<file path="config.mk">
export PLATFORM = sky130hd
export DESIGN_NAME = tm_buffer_drain
export DESIGN_NICKNAME = d
export VERILOG_FILES = /design/src/rtl/tm_buffer_drain.sv
export SDC_FILE = /design/constraint.sdc
export NUM_CORES = 1
export LEC_CHECK = 0
export CAP_MARGIN = 20
export CORE_ASPECT_RATIO = 1.2
export CORE_UTILIZATION = 45
export CTS_BUF_LIST = sky130_fd_sc_hd__clkbuf_16
export DETAILED_ROUTE_END_ITERATION = 10
export HOLD_SLACK_MARGIN = 0.06
export PLACE_DENSITY = 0.83
export SLEW_MARGIN = 20
export SYNTH_ARGS = -nofsm -noshare
export SYNTH_HDL_FRONTEND = slang
export SYNTH_SLANG_ARGS = --single-unit
</file>
<file path="constraint.sdc">
create_clock -name clk -period 15.1 [get_ports clk]
set_input_delay 3.775 -clock clk [delete_from_list [all_inputs] [get_ports clk]]
set_output_delay 3.775 -clock clk [all_outputs]
set_load 0.05 [all_outputs]
</file>
<file path="src/rtl/tm_buffer_drain.sv">
// tm_buffer_drain: drains Tm even/odd result-buffer pairs through port B and
// streams {odd, even} feature pairs on a valid/ready interface, ordered
// pixel-address-major, channel-minor.
// Optional build macro: TM_DRAIN_RELU_EN (clamp negative halves to zero).
module tm_buffer_drain #(
  parameter int unsigned Tm            = 8,
  parameter int unsigned FEATURE_WIDTH = 16,
  parameter int unsigned ADDR_WIDTH    = 10,
  parameter int unsigned CH_WIDTH      = 4
) (
  input  logic                          clk,
  input  logic                          rst,
  input  logic                          start,
  input  logic [ADDR_WIDTH:0]           num_pixels,
  output logic [Tm-1:0]                 buf_rd_en,
  output logic [ADDR_WIDTH-1:0]         buf_rd_addr,
  input  logic [Tm*FEATURE_WIDTH-1:0]   buf_rd_data_even,
  input  logic [Tm*FEATURE_WIDTH-1:0]   buf_rd_data_odd,
  output logic                          out_valid,
  input  logic                          out_ready,
  output logic [2*FEATURE_WIDTH-1:0]    out_data,
  output logic [CH_WIDTH-1:0]           out_ch,
  output logic [ADDR_WIDTH-1:0]         out_addr,
  output logic                          out_last,
  output logic                          busy,
  output logic                          done
);

  localparam int unsigned FW = FEATURE_WIDTH;
  localparam int unsigned DW = 2 * FEATURE_WIDTH;
  localparam logic [CH_WIDTH-1:0] CH_LAST = CH_WIDTH'(Tm - 1);

  localparam logic [1:0] S_IDLE  = 2'd0;
  localparam logic [1:0] S_RUN   = 2'd1;
  localparam logic [1:0] S_FLUSH = 2'd2;

  typedef struct packed {
    logic [DW-1:0]         data;
    logic [CH_WIDTH-1:0]   ch;
    logic [ADDR_WIDTH-1:0] addr;
    logic                  last;
  } entry_t;

  logic [1:0]            state_q, state_d;
  logic                  busy_d, done_d;
  logic                  load_c, issue_c, last_c, pop_c, push_c, flush_ok_c;
  logic [1:0]            occ_c;

  logic [ADDR_WIDTH-1:0] addr_q, n_m1_q;
  logic [CH_WIDTH-1:0]   ch_q;

  logic                  rd_vld_q;
  logic [CH_WIDTH-1:0]   rd_ch_q;
  logic [ADDR_WIDTH-1:0] rd_addr_q;
  logic                  rd_last_q;

  logic [FW-1:0]         even_c, odd_c, even_p, odd_p;
  entry_t                push_entry_c;

  entry_t                head_q, tail_q;
  logic                  head_vld_q, tail_vld_q;

  // Occupancy after this cycle's pop; issue keeps occupancy + in-flight <= 2
  always_comb begin
    pop_c      = head_vld_q & out_ready;
    push_c     = rd_vld_q;
    occ_c      = 2'(head_vld_q) + 2'(tail_vld_q) - 2'(pop_c);
    last_c     = (addr_q == n_m1_q) && (ch_q == CH_LAST);
    issue_c    = (state_q == S_RUN) && ((occ_c + 2'(rd_vld_q)) < 2'd2);
    flush_ok_c = !rd_vld_q && (occ_c == 2'd0);
  end

  // Port-B request: one-hot enable for the issuing channel, shared address
  always_comb begin
    buf_rd_en = '0;
    for (int unsigned i = 0; i < Tm; i++) begin
      buf_rd_en[i] = issue_c && (ch_q == CH_WIDTH'(i));
    end
    buf_rd_addr = addr_q;
  end

  // FSM state, busy and done registers
  always_ff @(posedge clk or posedge rst) begin
    if (rst) begin
      state_q <= S_IDLE;
      busy    <= 1'b0;
      done    <= 1'b0;
    end else begin
      state_q <= state_d;
      busy    <= busy_d;
      done    <= done_d;
    end
  end

  // FSM next state; zero-length drains complete straight from IDLE
  always_comb begin
    state_d = state_q;
    busy_d  = busy;
    done_d  = 1'b0;
    load_c  = 1'b0;
    case (state_q)
      S_IDLE: begin
        if (start) begin
          if (num_pixels != '0) begin
            load_c  = 1'b1;
            busy_d  = 1'b1;
            state_d = S_RUN;
          end else begin
            done_d  = 1'b1;
          end
        end
      end
      S_RUN: begin
        if (issue_c && last_c) state_d = S_FLUSH;
      end
      S_FLUSH: begin
        if (flush_ok_c) begin
          state_d = S_IDLE;
          busy_d  = 1'b0;
          done_d  = 1'b1;
        end
      end
      default: begin
        state_d = S_IDLE;
        busy_d  = 1'b0;
      end
    endcase
  end

  // Issue counters and in-flight read tracking; counters stop on the last read
  always_ff @(posedge clk or posedge rst) begin
    if (rst) begin
      addr_q    <= '0;
      ch_q      <= '0;
      n_m1_q    <= '0;
      rd_vld_q  <= 1'b0;
      rd_ch_q   <= '0;
      rd_addr_q <= '0;
      rd_last_q <= 1'b0;
    end else begin
      rd_vld_q <= issue_c;
      if (issue_c) begin
        rd_ch_q   <= ch_q;
        rd_addr_q <= addr_q;
        rd_last_q <= last_c;
      end
      if (load_c) begin
        addr_q <= '0;
        ch_q   <= '0;
        n_m1_q <= ADDR_WIDTH'(num_pixels - 1'b1);
      end else if (issue_c && !last_c) begin
        if (ch_q == CH_LAST) begin
          ch_q   <= '0;
          addr_q <= addr_q + 1'b1;
        end else begin
          ch_q   <= ch_q + 1'b1;
        end
      end
    end
  end

  // Select the returning channel's data and build the FIFO entry
  always_comb begin
    even_c = '0;
    odd_c  = '0;
    for (int unsigned i = 0; i < Tm; i++) begin
      if (rd_ch_q == CH_WIDTH'(i)) begin
        even_c = buf_rd_data_even[i*FW +: FW];
        odd_c  = buf_rd_data_odd[i*FW +: FW];
      end
    end
    even_p = even_c;
    odd_p  = odd_c;
`ifdef TM_DRAIN_RELU_EN
    if (even_c[FW-1]) even_p = '0;
    if (odd_c[FW-1])  odd_p  = '0;
`endif
    push_entry_c.data = {odd_p, even_p};
    push_entry_c.ch   = rd_ch_q;
    push_entry_c.addr = rd_addr_q;
    push_entry_c.last = rd_last_q;
  end

  // Two-entry output FIFO; head register drives the stream directly
  always_ff @(posedge clk or posedge rst) begin
    if (rst) begin
      head_q     <= '0;
      tail_q     <= '0;
      head_vld_q <= 1'b0;
      tail_vld_q <= 1'b0;
    end else begin
      case ({push_c, pop_c})
        2'b10: begin
          if (!head_vld_q) begin
            head_q     <= push_entry_c;
            head_vld_q <= 1'b1;
          end else begin
            tail_q     <= push_entry_c;
            tail_vld_q <= 1'b1;
          end
        end
        2'b01: begin
          head_q     <= tail_q;
          head_vld_q <= tail_vld_q;
          tail_vld_q <= 1'b0;
        end
        2'b11: begin
          if (tail_vld_q) begin
            head_q <= tail_q;
            tail_q <= push_entry_c;
          end else begin
            head_q <= push_entry_c;
          end
        end
        default: ;
      endcase
    end
  end

  assign out_valid = head_vld_q;
  assign out_data  = head_q.data;
  assign out_ch    = head_q.ch;
  assign out_addr  = head_q.addr;
  assign out_last  = head_q.last;

endmodule

</file>
==> results of run 1 <==
==> area by class of cell <==
type	count	area, um^2
sequential	140	3510
clock buffer	17	425
inverter	18	72.6
antenna	2	5.00
timing repair buffer	348	3470
fill	1538	6230
clock inverter	15	125
tap	256	320
multi-input combinational	750	4830
==> cell usage after synthesis, types with 5 or more instances <==
| cell type | instances | area share |
|---|---|---|
| a221o_1 | 31 | 0.035 |
| dfrtp_1 | 140 | 0.40 |
| buf_1 | 7 | 0.0030 |
| o211ai_1 | 10 | 0.0086 |
| a31oi_1 | 8 | 0.0057 |
| nor2b_1 | 18 | 0.013 |
| clkbuf_1 | 55 | 0.024 |
| ha_1 | 11 | 0.016 |
| nor3_1 | 5 | 0.0029 |
| o21ai_0 | 48 | 0.027 |
| a211oi_1 | 18 | 0.015 |
| inv_1 | 16 | 0.0069 |
| a221oi_1 | 25 | 0.025 |
| buf_2 | 24 | 0.014 |
| nor4_1 | 6 | 0.0043 |
| nand2_1 | 143 | 0.061 |
| a22o_1 | 26 | 0.026 |
| o31ai_1 | 5 | 0.0043 |
| a21oi_1 | 92 | 0.053 |
| nor2_1 | 89 | 0.038 |
| xnor2_1 | 5 | 0.0050 |
| and3_1 | 31 | 0.022 |
| nand3_1 | 11 | 0.0063 |
| mux4_2 | 17 | 0.044 |
| mux2i_1 | 30 | 0.034 |
| o2bb2ai_1 | 9 | 0.0090 |
| nand3b_1 | 7 | 0.0060 |
| o22ai_1 | 18 | 0.013 |
| xor2_1 | 12 | 0.012 |
| nand2b_1 | 10 | 0.0071 |
| a211o_1 | 5 | 0.0050 |
| or4_1 | 5 | 0.0043 |
| o21ai_1 | 18 | 0.010 |
==> routing by layer <==
metal,GRT usage,share of wire,vias to the layer above
met1,0.386,0.38,4512
met4,0.169,0.048,4
met5,0,0.00074,-
li1,-,-,4231
met2,0.526,0.49,440
met3,0.0904,0.089,101
==> registers in the layout (all words and copies together), names as in the netlist <==
register and count:
buf_rd_addr 10, busy 1, ch_q 4, done 1, n_m1_q 10, out_addr 10, out_ch 4, out_data 32
out_last 1, out_valid 1, push_c 1, rd_addr_q 10, rd_ch_q 4, rd_last_q 1, state_q 2, tail_q 47
tail_vld_q 1
==> final timing paths <==
| check | startpoint | slack (ns) | endpoint |
|---|---|---|---|
| max | out_ready | 4.23 | buf_rd_en[6] |
| min | busy$_DFFE_PP0P_ | 0.48 | busy$_DFFE_PP0P_ |
| max reg2reg | rd_ch_q[1]$_DFFE_PP0P_ | 11.68 | out_data[5]$_DFFE_PP0P_ |
| min reg2reg | busy$_DFFE_PP0P_ | 0.48 | busy$_DFFE_PP0P_ |
| max in group asynchronous | rst | 10.09 | out_data[5]$_DFFE_PP0P_ |
| min in group asynchronous | rst | 3.88 | n_m1_q[4]$_DFFE_PP0P_ |
==> where the power goes <==
group	switching, mW	internal, mW	total [mW]
Clock	0.166	0.226	0.391
Combinational	1.01	0.581	1.59
Sequential	0.134	0.521	0.654
Total	1.31	1.33	2.63
==> metrics by stage <==
stage | instances | setup WS (ns) | total power [mW] | util
finish | 1546 | 4.23 | 2.63 | 0.672
global route | 1546 | 3.99 | 2.80 | 0.672
CTS | 1543 | 4.25 | 2.63 | 0.671
detailed placement | 1511 | 4.29 | 2.23 | 0.642
global placement | 1511 | 4.29 | 2.19 | 0.642
floorplan | 998 | 4.42 | 1.75 | -
==> logic make-up (layout without fill, tap and decap cells) <==
family | after synthesis | in the layout | share of synthesized area
AO/OA/AOI/OAI | 323 | 323 | 0.247
XOR/XNOR | 18 | 18 | 0.0188
adder cells (fa/ha/maj) | 11 | 11 | 0.0157
buffers and inverters | 108 | 398 | 0.0518
flip-flops | 140 | 140 | 0.400
multiplexers | 47 | 47 | 0.0779
other | 0 | 2 | 0
AND/OR/NAND/NOR | 351 | 351 | 0.189
==> critical path, delay by kind of cell <==
kind          cells  cell delay (ns)
buf+inv           4             1.46
simple gates      4             1.05
fa+ha+maj         2             0.43
xor+xnor          2             0.37
==> flow_summary.rst, run 1 <==
.. list-table::
   :header-rows: 1

   * - Metric
     - Value
   * - Maximum clock frequency
     - 92.0 MHz
   * - Core footprint
     - 0.0190 mm^2
   * - Instance count of the mapped netlist
     - 998
   * - Clock Skews
     - 0.00737 ns
   * - Max FO, Critical Path
     - 36
   * - Share of synthesized area occupied by flip-flops and latches
     - 0.400
   * - Critical path data arrival time
     - 7.10 ns
   * - Final Routed Wirelength
     - around 32 mm
   * - Crit path required time
     - 11.32 ns
   * - Quantity of gates resized following cts
     - 0
   * - Clock tree buffer depth
     - 2
   * - Commonest cells after routing, fill and taps aside
     - clkdlybuf4s50_1, nand2_1, dfrtp_1, a21oi_1, nor2_1
   * - X dimension of the die
     - around 130 um
   * - Iteration count of the initial detailed-routing pass
     - 5
   * - Crit path kind
     - in2out
   * - DRC viols
     - 0
   * - IO buf count
     - 338
   * - Total setup violations reported at the end of the flow
     - 0
   * - Die Y
     - around 150 um
   * - Final standard cell area without fillers
     - 0.0128 mm^2
   * - Num rows
     - 55
   * - Sum of overflow across all layers after global routing
     - 0
   * - Sequence of cells on the critical path
     - clkdlybuf4s50_1, nand2_1, inv_1, ha_1, inv_1, ha_1, xor2_2, xnor2_1, nand2b_4, nor2_1, and3_1, clkdlybuf4s50_1
   * - Async set-reset flop share out of synthesis
     - 1.00
   * - Die Outline Area
     - 0.0200 mm^2
   * - CP endpoint kind
     - output port
   * - Clock buffer count from CTS
     - 17
   * - Synth Flop Type
     - dfrtp_1
   * - Slew of the pin with the lowest slew margin
     - 1.10 ns
   * - Buffers inserted during post-CTS setup optimization
     - 0
   * - Startpoint type of the worst setup path
     - primary input
   * - I/O pin count
     - about 340
   * - YS warnings
     - 0
   * - Relative slew slack
     - 0.267
   * - Via count of the first global-routing pass
     - a little under 9000
   * - CTS clk-pin slew, worst paths
     - 0.06 ns
   * - Avg Synthesized Cell Area
     - 8.78 um^2
   * - Post-synth EDFFs
     - 0
   * - Power per standard cell area
     - 206 mW/mm^2
   * - Initial Utilization
     - 0.461
   * - Via count
     - 9288
   * - Total half-perimeter wirelength after legalization and detailed placement
     - 22.8 mm
   * - Final hold violation count
     - 0
   * - Worst r2r path cells
     - 6
   * - TritonCTS clock tree
     - done
   * - Summed instance area of the synthesized netlist
     - 0.00876 mm^2
   * - Post-Syn Nets
     - between 1000 and 1500
   * - Area post-placement
     - 0.0122 mm^2
   * - Antenna violations before repair
     - 4
   * - Kind of path behind the tightest hold check
     - reg2reg
   * - Detailed-route wire length per cell
     - approximately 21 um
   * - Vias per cell
     - 6.01
   * - Sinks on the clock net
     - 140
   * - Number of slew-limit violations in the final report
     - 0
   * - Number of buffers added to fix hold violations after cts
     - 0
   * - WHS
     - 0.476 ns
   * - Worst voltage drop across the vdd grid
     - 166 uV
   * - Area Growth Syn to Fin
     - 45.6%
   * - Final RePlAce weighted congestion
     - just under 0.9
   * - Clock tree root driver cell
     - clkbuf_16
   * - Insertion delay of the later-clocked pin in the worst-skew pair
     - 0.42 ns
   * - Global-route wire length before repair
     - 49.5 mm
   * - CP max-delay cell
     - clkdlybuf4s50_1
   * - Level count of the clock H-tree
     - 4
   * - Result of the run
     - completed
   * - Final worst path period share
     - 0.720
   * - Leakage component of the power
     - 5.25 nW
   * - Antenna-violating nets left
     - 0
   * - Overall routing resource usage
     - 0.323
   * - Pin count of the biggest net entering global routing
     - 93
   * - Max_cap viols
     - 0
   * - Setup TNS
     - 0 ns
   * - Leading cell type in the layout, fill and taps excluded
     - clkdlybuf4s50_1
   * - Flip-flop and latch count after synthesis
     - between 100 and 150
   * - Share of final-layout standard cells stronger than drive strength 1
     - 0.0551
   * - Cell depth of the worst min-delay path
     - 2
   * - Nets
     - 1557
   * - Setup repair after global routing missed its margin
     - false
   * - Slowest Stage Delay on Critical Path
     - roughly 0.8 ns
   * - Detailed Route Iter0 Violations
     - 794
   * - Number of distinct library cells after synthesis
     - 55
   * - Final critical path time including I/O delays and setup
     - around 11 ns
(Power assumes the default switching activity.)
==> run 2: changes to the inputs <==
Clock period 15.1 ns to 10.4 ns, I/O delays scaled along.
==> run 2 against run 1 <==
  * Non-clock buffer count shrank 1
  * Critical path depth is the same
  * Clock power grew 41%
  * Register-to-register slack lost 4.7 ns
  * Via count shrank 0.87%
  * Total power grew 44%
  * Die area is the same
  * Cell count shrank 0.19%
  * Setup slack lost 2.3 ns
  * Critical endpoint unchanged
  * Design area shrank 0.31%
  * Sequential share of layout area grew 0.087 points
==> flow_summary.rst, run 2 (synthesis results as in run 1) <==
.. list-table::
   :header-rows: 1

   * - Metric
     - Value
   * - Clock tree buffer depth
     - 2 (unchanged)
   * - Leakage component of the power
     - 5.22 nW (-0.53%)
   * - Worst voltage drop across the vdd grid
     - 209 uV (+26%)
   * - X dimension of the die
     - 129 um (unchanged)
   * - Total half-perimeter wirelength after legalization and detailed placement
     - 22.7 mm (-0.33%)
   * - Via count of the first global-routing pass
     - 8652 (-2.5%)
   * - Commonest cells after routing, fill and taps aside
     - clkdlybuf4s50_1, nand2_1, dfrtp_1, a21oi_1, nor2_1
   * - Critical path data arrival time
     - 5.91 ns (-1.19 ns)
   * - Final hold violation count
     - 0 (unchanged)
   * - Antenna violations before repair
     - 8 (+4)
   * - IO buf count
     - 338 (unchanged)
   * - Level count of the clock H-tree
     - 4 (unchanged)
   * - Global-route wire length before repair
     - 48.0 mm (-3.0%)
   * - Relative slew slack
     - 0.280 (+0.0129)
   * - Share of final-layout standard cells stronger than drive strength 1
     - 0.0530 (-0.00216)
   * - Crit path required time
     - 7.80 ns (-3.52 ns)
   * - Result of the run
     - completed
   * - Nets
     - 1556 (-0.064%)
   * - Final RePlAce weighted congestion
     - 0.884 (-0.14%)
   * - Clock Skews
     - 0.0138 ns (+0.00641 ns)
   * - Kind of path behind the tightest hold check
     - reg2reg
   * - Die Outline Area
     - 0.0200 mm^2 (unchanged)
   * - DRC viols
     - 0 (unchanged)
   * - Num rows
     - 55 (unchanged)
   * - Fill cell count
     - 1548 (+0.65%)
   * - Detailed-route wire length per cell
     - 20.7 um (-1.3%)
   * - Antenna-violating nets left
     - 0 (unchanged)
   * - Pin count of the biggest net entering global routing
     - 87 (-6.5%)
   * - Max FO, Critical Path
     - 36 (unchanged)
   * - Sum of overflow across all layers after global routing
     - 0 (unchanged)
   * - Clock tree root driver cell
     - clkbuf_16
   * - Startpoint type of the worst setup path
     - primary input
   * - TritonCTS clock tree
     - done
   * - Quantity of gates resized following cts
     - 0 (unchanged)
   * - Footprint of the multi-input gates
     - 0.00483 mm^2 (unchanged)
   * - Number of buffers added to fix hold violations after cts
     - 0 (unchanged)
   * - Power per standard cell area
     - 298 mW/mm^2 (+44%)
   * - Iteration count of the initial detailed-routing pass
     - 5 (unchanged)
   * - Buffers inserted during post-CTS setup optimization
     - 0 (unchanged)
   * - Crit path kind
     - in2out
   * - Sinks on the clock net
     - 140 (unchanged)
   * - Leading cell type in the layout, fill and taps excluded
     - clkdlybuf4s50_1
   * - Setup TNS
     - 0 ns (unchanged)
   * - Final critical path time including I/O delays and setup
     - roughly 8.5 ns
   * - Number of slew-limit violations in the final report
     - 0 (unchanged)
   * - Total setup violations reported at the end of the flow
     - 0 (unchanged)
   * - Initial Utilization
     - 0.461 (unchanged)
   * - Sequential cell area
     - 0.00351 mm^2 (unchanged)
   * - Detailed Route Iter0 Violations
     - 705 (-11%)
   * - Max_cap viols
     - 0 (unchanged)
   * - Insertion delay of the later-clocked pin in the worst-skew pair
     - 0.43 ns (about the same)
   * - Overall routing resource usage
     - 0.314 (-0.00889)
   * - PnR Total Power
     - 3.79 mW (+44%)
   * - Pre-CTS worst setup slack
     - 1.93 ns (-2.35 ns)
   * - Via count
     - 9207 (-0.87%)
   * - Final worst path period share
     - 0.818
   * - Post-route worst setup slack
     - 1.89 ns (-2.34 ns)
   * - I/O pin count
     - 339 (unchanged)
   * - Slew of the pin with the lowest slew margin
     - 1.08 ns (-0.0194 ns)
   * - Final Routed Wirelength
     - 31.9 mm (-1.4%)
   * - Maximum clock frequency
     - 117 MHz
   * - Setup repair after global routing missed its margin
     - false
   * - Max reg flops
     - 47 (unchanged)
   * - Core footprint
     - 0.0190 mm^2 (unchanged)
   * - Top register by number of flip-flops
     - tail_q
   * - CTS clk-pin slew, worst paths
     - 0.06 ns (about the same)
   * - Vias per cell
     - 5.97 (-0.68%)
   * - Area Growth Syn to Fin
     - 45.2%
   * - Die Y
     - 155 um (unchanged)
   * - Clock buffer count from CTS
     - 17 (unchanged)
   * - CP endpoint kind
     - output port
run 2: changes by cell type in the layout (fill, tap and decap cells not counted):
cell        previous run  this run
inv_6                  4         2
clkinv_4               2         1
diode_2                2         3
inv_1                 16        15
clkinvlp_4             4         5
buf_12                 1         0
run 2: final timing paths:
kind	from	end	slack, ns	cells past startpoint
max reg2reg	rd_ch_q[1]$_DFFE_PP0P_	out_data[24]$_DFFE_PP0P_	7.00	6
min reg2reg	tail_q[3]$_DFFE_PP0P_	tail_q[3]$_DFFE_PP0P_	0.48	2
min in group asynchronous	rst	n_m1_q[5]$_DFFE_PP0P_	2.69	2
min	tail_q[3]$_DFFE_PP0P_	tail_q[3]$_DFFE_PP0P_	0.48	2
max in group asynchronous	rst	out_data[12]$_DFFE_PP0P_	6.50	3
max	out_ready	buf_rd_en[6]	1.89	12
run 2: critical path, stage by stage:
cell and delay [ns]:
clkdlybuf4s50_1 0.46, nand2_1 0.11, inv_1 0.13, ha_1 0.23, inv_1 0.05, ha_1 0.18, xor2_2 0.25, xnor2_1 0.15
nand2b_4 0.33, nor2_1 0.38, and3_1 0.22, clkdlybuf4s50_1 0.80
run 2: metrics by stage:
stage | instance area, um^2 | cells | hold WS, ns | util
after floorplan | 8760 | 998 | 0.446 | -
after global placement | 12200 | 1511 | 0.457 | 0.642
after detailed placement | 12200 | 1511 | 0.464 | 0.642
after CTS | 12700 | 1540 | 0.479 | 0.669
after global routing | 12700 | 1542 | 0.493 | 0.670
final | 12700 | 1543 | 0.479 | 0.670
run 2: metal layers:
metal / wire length, um / GRT usage
met5: 39 / 0
met4: 1140 / 0.134
met3: 2730 / 0.0880
met2: 15600 / 0.523
met1: 12400 / 0.377
run 2: area by class of cell:
type | instances | share of cell area
repair buffers | 347 | 0.271
well taps | 256 | 0.0252
diodes | 3 | 0.000590
flip-flops and latches | 140 | 0.276
inverters | 18 | 0.00570
clock buffers | 17 | 0.0334
multi-input cells | 750 | 0.380
clock inverters | 12 | 0.00806
run 2: report_power, final:
group | total (mW) | switching (mW) | internal, mW | leakage [nW]
sequential | 0.950 | 0.194 | 0.756 | 1.76
clock | 0.553 | 0.231 | 0.322 | 0.244
combinational | 2.29 | 1.45 | 0.838 | 3.22
total | 3.79 | 1.88 | 1.92 | 5.22
==> run 3: changes to the inputs <==
Settings changed: CORE_UTILIZATION 45 to 41, PLACE_DENSITY 0.83 to 0.8.
Clock period 10.4 ns to 7.5 ns, I/O delays scaled along.
==> run 3 against run 2 <==
  * First-iteration DRC count is 6.1% higher
  * Register-to-register slack worse by 2.9 ns
  * Non-clock buffer count is 2 higher
  * Clock power is 52% higher
  * Clock-buffer cell count stayed put
  * Critical endpoint is now buf_rd_en[2]
  * Highest routed layer unchanged
==> flow_summary.rst, run 3 (synthesis results as in run 1) <==
.. list-table::
   :header-rows: 1

   * - Metric
     - Value
   * - I/O pin count
     - 339 (unchanged)
   * - Total half-perimeter wirelength after legalization and detailed placement
     - 23.9 mm (+5.2%)
   * - Internal reg-to-reg setup slack
     - 4.07 ns (-2.93 ns)
   * - Global-route wire length before repair
     - 50.1 mm (+4.4%)
   * - Crit path kind
     - in2out
   * - Internal power
     - 2.74 mW (+43%)
   * - Crit path buffers/inverters
     - 4 (unchanged)
   * - DRC viols
     - 0 (unchanged)
   * - Top register by number of flip-flops
     - tail_q
   * - Final worst path period share
     - 0.915
   * - Final hold violation count
     - 0 (unchanged)
   * - Commonest cells after routing, fill and taps aside
     - clkdlybuf4s50_1, nand2_1, dfrtp_1, a21oi_1, nor2_1
   * - Launch point of the worst path
     - out_ready
   * - Power share of the combinational group
     - 0.597 (-0.006)
   * - Antenna violations before repair
     - 6 (-2)
   * - Clock Skews
     - 0.0117 ns (-0.00206 ns)
   * - Power per standard cell area
     - 420 mW/mm^2 (+41%)
   * - Core footprint
     - 0.0210 mm^2 (+10%)
   * - Clock tree buffer depth
     - 2 (unchanged)
   * - X dimension of the die
     - 135 um (+4.7%)
   * - Leakage component of the power
     - 5.28 nW (+1.1%)
   * - Final Routed Wirelength
     - 33.7 mm (+5.5%)
   * - IO buf count
     - 338 (unchanged)
   * - Area Growth Syn to Fin
     - 46.2%
   * - WHS
     - 0.474 ns (-0.00450 ns)
   * - Cell class contributing the biggest share of worst-path delay
     - buffers and inverters
   * - Number of slew-limit violations in the final report
     - 0 (unchanged)
   * - Max_cap viols
     - 0 (unchanged)
   * - Startpoint type of the worst setup path
     - primary input
   * - Startpoint of the most critical register-to-register path
     - rd_ch_q[1]$_DFFE_PP0P_
   * - Logic depth of the worst path, buffers included
     - 11 (-1)
   * - Final standard cell area without fillers
     - 0.0128 mm^2 (+0.72%)
   * - Setup TNS
     - 0 ns (unchanged)
   * - CP endpoint kind
     - output port
   * - Sequence of cells on the critical path
     - clkdlybuf4s50_1, nand2_1, inv_1, ha_1, inv_1, ha_1, xor2_2, xnor2_1, nand2b_4, nor4b_1, clkdlybuf4s50_1
   * - Critical path data arrival time
     - 4.99 ns (-0.92 ns)
   * - Slew of the pin with the lowest slew margin
     - 1.14 ns (+0.0576 ns)
   * - Total setup violations reported at the end of the flow
     - 0 (unchanged)
   * - Die Y
     - 162 um (+4.7%)
   * - Relative slew slack
     - 0.241 (-0.0384)
   * - Clock buffer count from CTS
     - 17 (unchanged)
   * - Max reg flops
     - 47 (unchanged)
   * - Crit path required time
     - 5.62 ns (-2.18 ns)
   * - Overall routing resource usage
     - 0.304 (-0.00924)
   * - Insertion delay of the later-clocked pin in the worst-skew pair
     - 0.43 ns (about the same)
   * - Slowest Stage Delay on Critical Path
     - 0.86 ns (+0.06 ns)
   * - Clock tree root driver cell
     - clkbuf_16
   * - Switching part of the total
     - 0.492 (-0.00257)
   * - CP max-delay cell
     - clkdlybuf4s50_1
   * - Leading cell type in the layout, fill and taps excluded
     - clkdlybuf4s50_1
   * - Via count
     - 9297 (+0.98%)
   * - Util after Layout
     - 0.611 (-0.0589)
   * - Max FO, Critical Path
     - 36 (unchanged)
   * - Sequential Power Share
     - 0.247 (-0.004)
   * - Worst voltage drop across the vdd grid
     - 263 uV (+26%)
   * - Initial Utilization
     - 0.418 (-0.0436)
   * - Share of final-layout standard cells stronger than drive strength 1
     - 0.0535 (+0.000570)
   * - Number of buffers added to fix hold violations after cts
     - 0 (unchanged)
   * - Level count of the clock H-tree
     - 4 (unchanged)
   * - Final RePlAce weighted congestion
     - 0.878 (-0.65%)
   * - Sinks on the clock net
     - 140 (unchanged)
   * - Antenna-violating nets left
     - 0 (unchanged)
   * - Clock Power Share
     - 0.156 (+0.010)
   * - Reg-to-reg endpoint
     - out_data[5]$_DFFE_PP0P_
   * - Result of the run
     - completed
   * - Sw power
     - 2.65 mW (+41%)
   * - Nets
     - 1558 (+0.13%)
   * - Pin count of the biggest net entering global routing
     - 75 (-14%)
   * - Setup repair after global routing missed its margin
     - false
   * - Sum of overflow across all layers after global routing
     - 0 (unchanged)
   * - Detailed Route Iter0 Violations
     - 748 (+6.1%)
   * - Maximum clock frequency
     - 146 MHz
   * - Final critical path time including I/O delays and setup
     - 6.86 ns
   * - Kind of path behind the tightest hold check
     - reg2reg
   * - Num rows
     - 58 (+5.5%)
   * - Via count of the first global-routing pass
     - 8977 (+3.8%)
   * - Die Outline Area
     - 0.0220 mm^2 (+9.6%)
   * - Buffers inserted during post-CTS setup optimization
     - 0 (unchanged)
   * - Quantity of gates resized following cts
     - 0 (unchanged)
   * - CTS clk-pin slew, worst paths
     - 0.06 ns (about the same)
   * - Vias per cell
     - 5.95 (-0.25%)
   * - Detailed-route wire length per cell
     - 21.6 um (+4.2%)
   * - Worst r2r path cells
     - 6 (unchanged)
   * - Critical path capture point
     - buf_rd_en[2]
   * - Iteration count of the initial detailed-routing pass
     - 5 (unchanged)
   * - TritonCTS clock tree
     - done
   * - PnR Total Power
     - 5.39 mW (+42%)
   * - Area post-placement
     - 0.0122 mm^2 (+0.30%)
==> run 3: worst reg2reg max path, cell delays in order, from the launching register on <==
cell and delay, ns:
dfrtp_4 0.63, buf_4 0.74, clkinv_1 0.94, o22ai_1 0.47, nand2_1 0.10, a21oi_1 0.30
a221o_1 0.20
==> run 3: routing by layer <==
layer	GRT usage	up-vias	wire length, um
met1	0.337	4539	12500
li1	-	4236	-
met2	0.516	440	16500
met5	0	-	40
met4	0.156	6	1410
met3	0.102	76	3190
==> run 3: area by class of cell <==
cell class	count	area, um^2
multi-input combinational	750	4830
fill	1816	8160
clock buffer	17	425
tap	270	338
sequential	140	3510
antenna	3	7.51
clock inverter	15	158
inverter	18	72.6
timing repair buffer	349	3470
==> run 3: power by group through the flow <==
stage,sequential (mW),combinational [mW],clock [mW]
6_report,1.33,3.22,0.842
5_1_grt,1.36,3.44,0.882
3_5_place_dp,1.33,3.20,0
4_1_cts,1.32,3.21,0.853
2_1_floorplan,1.65,1.86,0
3_3_place_gp,1.32,3.15,0
==> run 3: through the flow <==
stage / instances / setup slack, ns
after floorplan: 998 / 0.623
after global placement: 1527 / 0.716
after detailed placement: 1527 / 0.651
after CTS: 1559 / 0.637
after global routing: 1562 / 0.366
final: 1562 / 0.635
==> run 3: worst min path at each step <==
stage                                      from               endpoint  cells after the start
after CTS                 tail_q[4]$_DFFE_PP0P_  tail_q[4]$_DFFE_PP0P_                      2
after global routing      tail_q[2]$_DFFE_PP0P_  tail_q[2]$_DFFE_PP0P_                      2
after floorplan           tail_q[0]$_DFFE_PP0P_  tail_q[0]$_DFFE_PP0P_                      2
after detailed placement  tail_q[6]$_DFFE_PP0P_  tail_q[6]$_DFFE_PP0P_                      2
after global placement         busy$_DFFE_PP0P_       busy$_DFFE_PP0P_                      2
final                          busy$_DFFE_PP0P_       busy$_DFFE_PP0P_                      2
